## src/rtl/div_seq_pkg.sv

```systemverilog
// Shared widths, handshake levels, FSM encoding and sign helpers for the
// sequential divider.
package div_seq_pkg;

  localparam int RegBus       = 32;
  localparam int DoubleRegBus = 64;
  localparam logic [RegBus-1:0] ZeroWord = '0;

  localparam logic DivStart          = 1'b1;
  localparam logic DivStop           = 1'b0;
  localparam logic DivResultReady    = 1'b1;
  localparam logic DivResultNotReady = 1'b0;

  typedef enum logic [1:0] {
    DivFree   = 2'b00,
    DivByZero = 2'b01,
    DivOn     = 2'b10,
    DivEnd    = 2'b11
  } div_state_t;

  // Magnitude of a word, only treating bit 31 as a sign for signed divides.
  function automatic logic [RegBus-1:0] magnitude(input logic [RegBus-1:0] v,
                                                  input logic isSigned);
    return (isSigned && v[RegBus-1]) ? (~v + 32'd1) : v;
  endfunction

  function automatic logic [RegBus-1:0] negateIf(input logic [RegBus-1:0] v,
                                                 input logic neg);
    return neg ? (~v + 32'd1) : v;
  endfunction

endpackage

```

## src/rtl/div_seq_step.sv

```systemverilog
// One restoring-division iteration: shift the work register left, trial
// subtract the divisor from the remainder half and keep or restore.
module div_step
  import div_seq_pkg::*;
(
  input  logic [DoubleRegBus:0] i_work,
  input  logic [RegBus-1:0]     i_divisor,
  output logic [DoubleRegBus:0] o_work
);

  // Subtracting over 34 bits keeps the sign bit clear of the shifted remainder.
  logic [RegBus+1:0] w_trial;

  assign w_trial = i_work[DoubleRegBus:RegBus-1] - {2'b00, i_divisor};

  assign o_work = w_trial[RegBus+1]
                  ? {i_work[DoubleRegBus-1:0], 1'b0}
                  : {w_trial[RegBus:0], i_work[RegBus-2:0], 1'b1};

endmodule

```

## src/rtl/div_seq.sv

```systemverilog
// Multicycle radix-2 restoring divider for DIV/DIVU with start/ready handshake
// and flush annul. Define DIV_ZERO_DETECT_EN to short-cut zero divisors.
module div_seq
  import div_seq_pkg::*;
(
  input  logic                    clk,
  input  logic                    rst,
  input  logic                    signed_div_i,
  input  logic [RegBus-1:0]       opdata1_i,
  input  logic [RegBus-1:0]       opdata2_i,
  input  logic                    start_i,
  input  logic                    annul_i,
  output logic [DoubleRegBus-1:0] result_o,
  output logic                    ready_o
);

  div_state_t             r_state;
  logic [4:0]             r_cnt;
  logic [DoubleRegBus:0]  r_work;
  logic [RegBus-1:0]      r_divisor;
  logic                   r_quoNeg;
  logic                   r_remNeg;
  logic [DoubleRegBus:0]  w_nextWork;

  div_step u_step (
    .i_work    (r_work),
    .i_divisor (r_divisor),
    .o_work    (w_nextWork)
  );

  always_ff @(posedge clk or negedge rst) begin
    if (!rst) begin
      r_state   <= DivFree;
      r_cnt     <= '0;
      r_work    <= '0;
      r_divisor <= '0;
      r_quoNeg  <= 1'b0;
      r_remNeg  <= 1'b0;
      result_o  <= '0;
      ready_o   <= DivResultNotReady;
    end else if (annul_i) begin
      r_state  <= DivFree;
      r_cnt    <= '0;
      result_o <= '0;
      ready_o  <= DivResultNotReady;
    end else begin
      case (r_state)
        DivFree: begin
          if (start_i == DivStart) begin
            r_work    <= {33'b0, magnitude(opdata1_i, signed_div_i)};
            r_divisor <= magnitude(opdata2_i, signed_div_i);
            r_quoNeg  <= signed_div_i & (opdata1_i[RegBus-1] ^ opdata2_i[RegBus-1]);
            r_remNeg  <= signed_div_i & opdata1_i[RegBus-1];
            r_cnt     <= '0;
`ifdef DIV_ZERO_DETECT_EN
            r_state   <= (opdata2_i == ZeroWord) ? DivByZero : DivOn;
`else
            r_state   <= DivOn;
`endif
          end
        end
        DivByZero: begin
          result_o <= '0;
          ready_o  <= DivResultReady;
          r_state  <= DivEnd;
        end
        DivOn: begin
          r_work <= w_nextWork;
          r_cnt  <= r_cnt + 5'd1;
          // Last iteration: results come straight from this step's output.
          if (r_cnt == 5'd31) begin
            result_o <= {negateIf(w_nextWork[DoubleRegBus-1:RegBus], r_remNeg),
                         negateIf(w_nextWork[RegBus-1:0], r_quoNeg)};
            ready_o  <= DivResultReady;
            r_state  <= DivEnd;
          end
        end
        DivEnd: begin
          if (start_i == DivStop) begin
            result_o <= '0;
            ready_o  <= DivResultNotReady;
            r_state  <= DivFree;
          end
        end
        default: r_state <= DivFree;
      endcase
    end
  end

endmodule

```

## config.mk

```make
export PLATFORM = sky130hd
export DESIGN_NAME = div_seq
export DESIGN_NICKNAME = d
export VERILOG_FILES = /design/src/rtl/div_seq_pkg.sv /design/src/rtl/div_seq_step.sv /design/src/rtl/div_seq.sv
export SDC_FILE = /design/constraint.sdc
export NUM_CORES = 1
export LEC_CHECK = 0
export CELL_PAD_IN_SITES_DETAIL_PLACEMENT = 1
export CELL_PAD_IN_SITES_GLOBAL_PLACEMENT = 1
export CORE_ASPECT_RATIO = 1.25
export CORE_UTILIZATION = 39
export DETAILED_ROUTE_END_ITERATION = 8
export PLACE_DENSITY_LB_ADDON = 0.1
export SLEW_MARGIN = 20
export SYNTH_ARGS = -nofsm -noshare
export SYNTH_HDL_FRONTEND = slang
export SYNTH_SLANG_ARGS = --single-unit
export TNS_END_PERCENT = 1
```

## constraint.sdc

```tcl
create_clock -name clk -period 3.98 [get_ports clk]
set_input_delay 0.398 -clock clk [delete_from_list [all_inputs] [get_ports clk]]
set_output_delay 0.398 -clock clk [all_outputs]
set_load 0.02 [all_outputs]
```

# Word-level counts from Yosys, hierarchy flattened
# Cells that the tools add are included.
# classes
n_addsub,6
eq_ne,8
n_mux,23
n_bitwise,8
n_reduce_logical,11
# op_table
operator,count
$mux W64,3
$pmux W64 S3,1
$mux W65,2
$pmux W65 S2,1
$add A32 B1 Y32 const B,4
$mux W32,4
$not A32 Y32,4
$sub A34 B32 Y34,1
$reduce_and A3 Y1,4
$mux W5,2
$pmux W5 S2,1
$ne A3 B3 Y1 const B,3
$mux W2,4
$pmux W2 S4,1
$add A5 B1 Y5 const B,1
$eq A5 B5 Y1 const B,1
$eq A2 B2 Y1 const B,2
$reduce_bool A4 Y1,1
$mux W1,3
$pmux W1 S3,1
$reduce_bool A3 Y1,1
$and A1 B1 Y1,2
$eq A2 B1 Y1 const B,1
$logic_and A1 B1 Y1,2
other kinds (6),6
# totals
register_bits,171
input_bits,69
output_inout_bits,65
word_cells,64

# Depth between registers and ports, before layout
# Gate-level depths: netlist of run 1.
# depth
word_depth,8
ltp_mapped,22
mapped_depth_nobuf,18

# Modules after synthesis
# From an unflattened synthesis of run 1, not the netlist that was laid out.
# unflattened
hier_cells,1369
area_unflattened_um2,11727.5
# by_module_without_submodules
mod,n_inst,cells_per_inst,area_each_um2,seq_area_each_um2
div_seq,1,1010,9323.9,4279.1
div_step,1,359,2403.6,0.0

# Least setup slack after synthesis of run 1
# No wires, ideal clock.
# synth_path
kind,register -> register
from,reg r_work[45]
to,reg result_o[24]
setup_time_ns,0.133
arrival_time_ns,4.244
required_ns,3.847
setup_slack_ns,-0.398
stages_incl_launch_ff,22
n_path_buf,4
period_less_slack_ns,4.378
cell_sequence,dfrtp_1 ha_1 buf_6 nand4_2 or3_1 a211o_1 a21oi_2 o31a_2 nor2_4 inv_4 clkbuf_8 buf_2 buf_2 ha_1 nand2b_1 or3_1 nor4_1 nand2_1 o31ai_1 and2_1 xor2_1 o21ai_0
# synth_between
elab_chain_len,8
# synth_rtl
item,line,source
from (decl),div_seq.sv:19,logic [DoubleRegBus:0] r_work;
from (signal assigned),div_seq.sv:50,"r_work <= {33'b0, magnitude(opdata1_i, signed_div_i)};"
from (signal assigned),div_seq.sv:68,r_work <= w_nextWork;
$sub A34 B32 Y34,div_seq_step.sv:14,"assign w_trial = i_work[DoubleRegBus:RegBus-1] - {2'b00, i_divisor};"
$mux W65,div_seq_step.sv:17,"? {i_work[DoubleRegBus-1:0], 1'b0}"
$not A32 Y32,div_seq_pkg.sv:29,return neg ? (~v + 32'd1) : v;
$add A32 B1 Y32,div_seq_pkg.sv:29,
$mux W32,div_seq_pkg.sv:29,
$mux W64,div_seq.sv:71,if (r_cnt == 5'd31) begin
$pmux W64 S3,div_seq.sv:47,case (r_state)
$mux W64,div_seq.sv:41,end else if (annul_i) begin
to (signal assigned),div_seq.sv:72,"result_o <= {negateIf(w_nextWork[DoubleRegBus-1:RegBus], r_remNeg),"
to (decl),div_seq.sv:13,"output logic [DoubleRegBus-1:0] result_o,"
# No other way between the ends. The select of a mux whose other input is x is not followed.
# A chain may end at the register's enable or synchronous reset.

# Worst setup path in the final report of run 1
# layout_path
from,reg r_divisor[11]
to,reg result_o[61]
# layout_between
elab_chain_len,8
# layout_rtl
item,line,source
from (decl),div_seq.sv:20,logic [RegBus-1:0] r_divisor;
from (signal assigned),div_seq.sv:51,"r_divisor <= magnitude(opdata2_i, signed_div_i);"
$sub A34 B32 Y34 (*),div_seq_step.sv:14,
$mux W65 (*),div_seq_step.sv:17,
$not A32 Y32,div_seq_pkg.sv:29,
$add A32 B1 Y32,div_seq_pkg.sv:29,
$mux W32 (*),div_seq_pkg.sv:29,
$mux W64 (*),div_seq.sv:71,
$pmux W64 S3 (*),div_seq.sv:47,
$mux W64 (*),div_seq.sv:41,
# Every way passes the cells marked *; elsewhere a longest branch is shown, timed or not. The select of a mux whose other input is x is not followed.

==> results of run 1 <==
[per-stage QoR]
stage | setup WS [ns] | total power (uW)
floorplan | -0.218 | 9290
global placement | -0.0296 | 13100
detailed placement | -0.108 | 13300
CTS | -0.00644 | 15200
global route | -0.178 | 16700
finish | -0.0621 | 15500
[cells by family after synthesis]
kind of cell               share of synthesized area
AOI/OAI and AO/OA                              0.234
xor gates and xnor gates                      0.0954
adders and majority gates                     0.0433
buffers and inverters                         0.0534
DFF                                            0.348
muxes                                         0.0239
and+or+nand+nor                                0.202
[registers in the layout, indices dropped and copies added, names as in the netlist]
signal,cells
r_divisor,32
r_remNeg,1
r_quoNeg,1
r_cnt,5
r_state,2
result_o,64
r_work,65
ready_o,1
[routing by layer]
| layer | part of all wire | track usage | wire length, um | vias up |
|---|---|---|---|---|
| met3 | 0.040 | 0.0523 | 1790 | 66 |
| met5 | 0 | 0 | 0 | - |
| met1 | 0.41 | 0.333 | 18100 | 5946 |
| li1 | - | - | - | 5806 |
| met4 | 0.047 | 0.142 | 2070 | 0 |
| met2 | 0.51 | 0.483 | 22400 | 199 |
[critical path, cell delays in order, from the launching register on]
cell and delay, ns:
dfrtp_1 0.40, inv_1 0.09, ha_4 0.22, buf_4 0.15, nand2_2 0.07, o211ai_2 0.13
a221oi_4 0.36, a21oi_4 0.11, o31a_2 0.37, buf_4 0.14, buf_4 0.19, or4_4 0.57
a221oi_4 0.25, nand4_1 0.14, o41ai_2 0.39, xor2_1 0.23, o21ai_1 0.09
[power groups by stage]
stage                     logic, uW  registers, uW  clock network [uW]
after floorplan                6250           3040                   0
after global placement        10200           2980                   0
final                         10800           3000                1700
after CTS                     10500           3000                1730
after global routing          11800           3100                1790
after detailed placement      10300           3010                   0
[repair_timing]
action | 4_1_cts | 5_1_grt
gates cloned | 0 | 0
hold buffers | 0 | 0
pin swaps | 6 | 19
endpoints found under the setup margin | 11 | 33
gates resized for setup | 13 | 39
setup buffers | 0 | 4
[cells in the final DEF, fill, tap and decap left out, types with 6 or more instances in the layout]
master / instances
o21a_1: 6
o211ai_1: 8
a31oi_1: 6
ha_4: 6
a211oi_1: 9
xor2_1: 61
nor4_1: 21
nor2_1: 94
inv_1: 59
or2_2: 6
mux2i_1: 25
o21ai_0: 220
xnor2_1: 73
inv_6: 7
clkbuf_16: 17
buf_4: 123
dfrtp_1: 170
o31ai_1: 25
a21oi_1: 102
and2_1: 10
or3_1: 19
o21ai_1: 17
and3_1: 10
nand4_1: 13
a21o_1: 12
clkdlybuf4s50_1: 132
ha_1: 32
nand2b_1: 9
nand3_1: 17
or4_1: 7
nor3_1: 35
nand2_1: 252
o41ai_1: 6
a21oi_2: 6
[cell type report]
class	instances	share of cell area
flip-flops and latches	171	0.274
clock buffers	17	0.0273
well taps	407	0.0326
clock inverters	15	0.0106
repair buffers	261	0.150
multi-input cells	1216	0.490
inverters	63	0.0153
[how the worst min path moves through the flow]
stage                                         from                        end  cells past startpoint
final                                          rst  r_divisor[11]$_DFFE_PN0P_                      1
after floorplan                                rst       r_cnt[0]$_DFFE_PN0P_                      0
after global placement    result_o[38]$_DFFE_PN0P_   result_o[38]$_DFFE_PN0P_                      2
after detailed placement  result_o[33]$_DFFE_PN0P_   result_o[33]$_DFFE_PN0P_                      2
after CTS                                      rst  r_divisor[17]$_DFFE_PN0P_                      1
after global routing                           rst  r_divisor[11]$_DFFE_PN0P_                      1
==> metrics.cfg, run 1 <==
[setup_path]
r2r_end=result_o[61]$_DFFE_PN0P_
required_ns=4.29
worstSetupStartpoint=r_divisor[11]$_DFFE_PN0P_
worstPathMaxFanout=10
rr_worst_depth=16
r2r_slack_ns=-0.06
cp-start-kind=flip-flop
setup.worst_path.class=reg -> reg
type_of_element_capturing_the_critical_path=flip-flop
arrival_ns=4.35
reg2reg_from=r_divisor[11]$_DFFE_PN0P_
setup.worst_path.end=result_o[61]$_DFFE_PN0P_

[die]
floorplan.initialDensity=0.397
rows=72
die_height_um=201
core_sq_um=31000
io_pins=134
floorplan.die.width_um=161
design.die.area_sq_um=32200

[detailed_routing]
route.detailed.vias_per_inst=5.59
dr.pass1.iters=7
drt_drc_violations_left=0
route.antenna.remaining_nets=0
wl_per_cell_um=20.6
drt-initial-drc-count=646
finalWirelength_um=44300
dr_total_vias=12000

[power]
p_sw_frac=0.510
power.density_nw_per_um2=996
reg_power_frac=0.193
vdd_ir_drop_max_mv=0.401
cellInternalPower_uw=7620
total_leakage_power_uw=0.00657
p_switching_uw=7920
share_of_power_burned_in_combinational_logic=0.698
power.clock.fraction=0.109

[place]
gp_congestion=0.954
post-dp-hpwl_um=34300
placement.io_buffers=133
placedInstanceArea_sq_um=14700
inst_count_dp=2114

[logic_synthesis]
async_reset_ff_frac=1.00
leading_post_synthesis_cells_by_cell_area=dfrtp_1 35%, o21ai_0 9.1%, nand2_1 7.7%, xnor2_1 5.2%, xor2_1 4.3%
synth-warning-count=0
distinct_cells_synth=84
syn-cell-area_sq_um=12300
yosys.area.top_type_share=0.348
synth.net_count=1639
synth-edff-count=0
syn-instance-count=1528
netlist_top_cells_count=253 x nand2_1, 224 x o21ai_0, 171 x dfrtp_1, 106 x a21oi_1, 94 x nor2_1
synth_seq_area_share=0.348
dominantRegCellSynth=dfrtp_1
ys_ff_latch=171
synthMostInstantiatedCell=nand2_1
syn_avg_cell_area_sq_um=8.05
synth_top_area_cell=dfrtp_1

[global_route]
grt_pass1_vias=12500
groute.usage.overall=0.281
antenna_found_initial=0
gr-total-overflow=0
wire_length_of_the_first_global_routing_pass_um=70500
pin_count_of_the_biggest_net_entering_global_routing=82

[finish]
final-instance-count-excl-fill=2150
layout.nets=1841
area_occupied_by_multi_input_gates_sq_um=7650
antenna_cells=0
layout-area-overhead-vs-synth_pct=26.9
end_of_flow_core_utilization=0.504
seq_area_sq_um=4280
post_route_cells_drive_above_1_share=0.137
final_cell_area_sq_um=15600
fillCellCount=3769

[sta]
clock_skew_ns=0.0154
finalHoldWorstSlack_ns=-0.000885
post-route-period-util=1.02
worst_pin_slew_ns=0.872
timing.final.max_slew_violations=0
final_layout_setup_total_negative_slack_ns=-0.0621
timing.slew.headroom=0.417
final_critical_path_setup_slack_ns=-0.0621
period_needed_ns=4.04
achievable-frequency_ghz=0.247
finalHoldViolations=1
setup_viol_count_final=1
setup_repair_after_global_routing_missed_its_margin=yes

[clock_network]
clock_insertion_delay_worst_skew_ns=0.46
cts_buffer_depth=2
cts.sinks=171
tritoncts=yes
htree_num_levels=4
cts-buffers-inserted=17
cts-root-buf=clkbuf_16
clk_pin_slew_worst_paths_ns=0.07

[status]
status=complete, but fails checks
violated_checks=hold timing, setup timing

[job]
max-cap-violations=0

[worst_hold_path]
worst_hold_path_type=in -> async

(Power assumes the default switching activity.)
==> run 2, diff against run 1 <==
==> constraint.sdc (replaced) <==
create_clock -name clk -period 3.98 [get_ports clk]
set_input_delay 0.398 -clock clk [delete_from_list [all_inputs] [get_ports clk]]
set_output_delay 0.398 -clock clk [all_outputs]
set_load 0.005 [all_outputs]
==> results of run 2 <==
The final DEF is identical to that of run 1. Status: complete, but fails checks: hold timing, setup timing.
Main changes from that run: total power 15500 uW -> 15300 uW
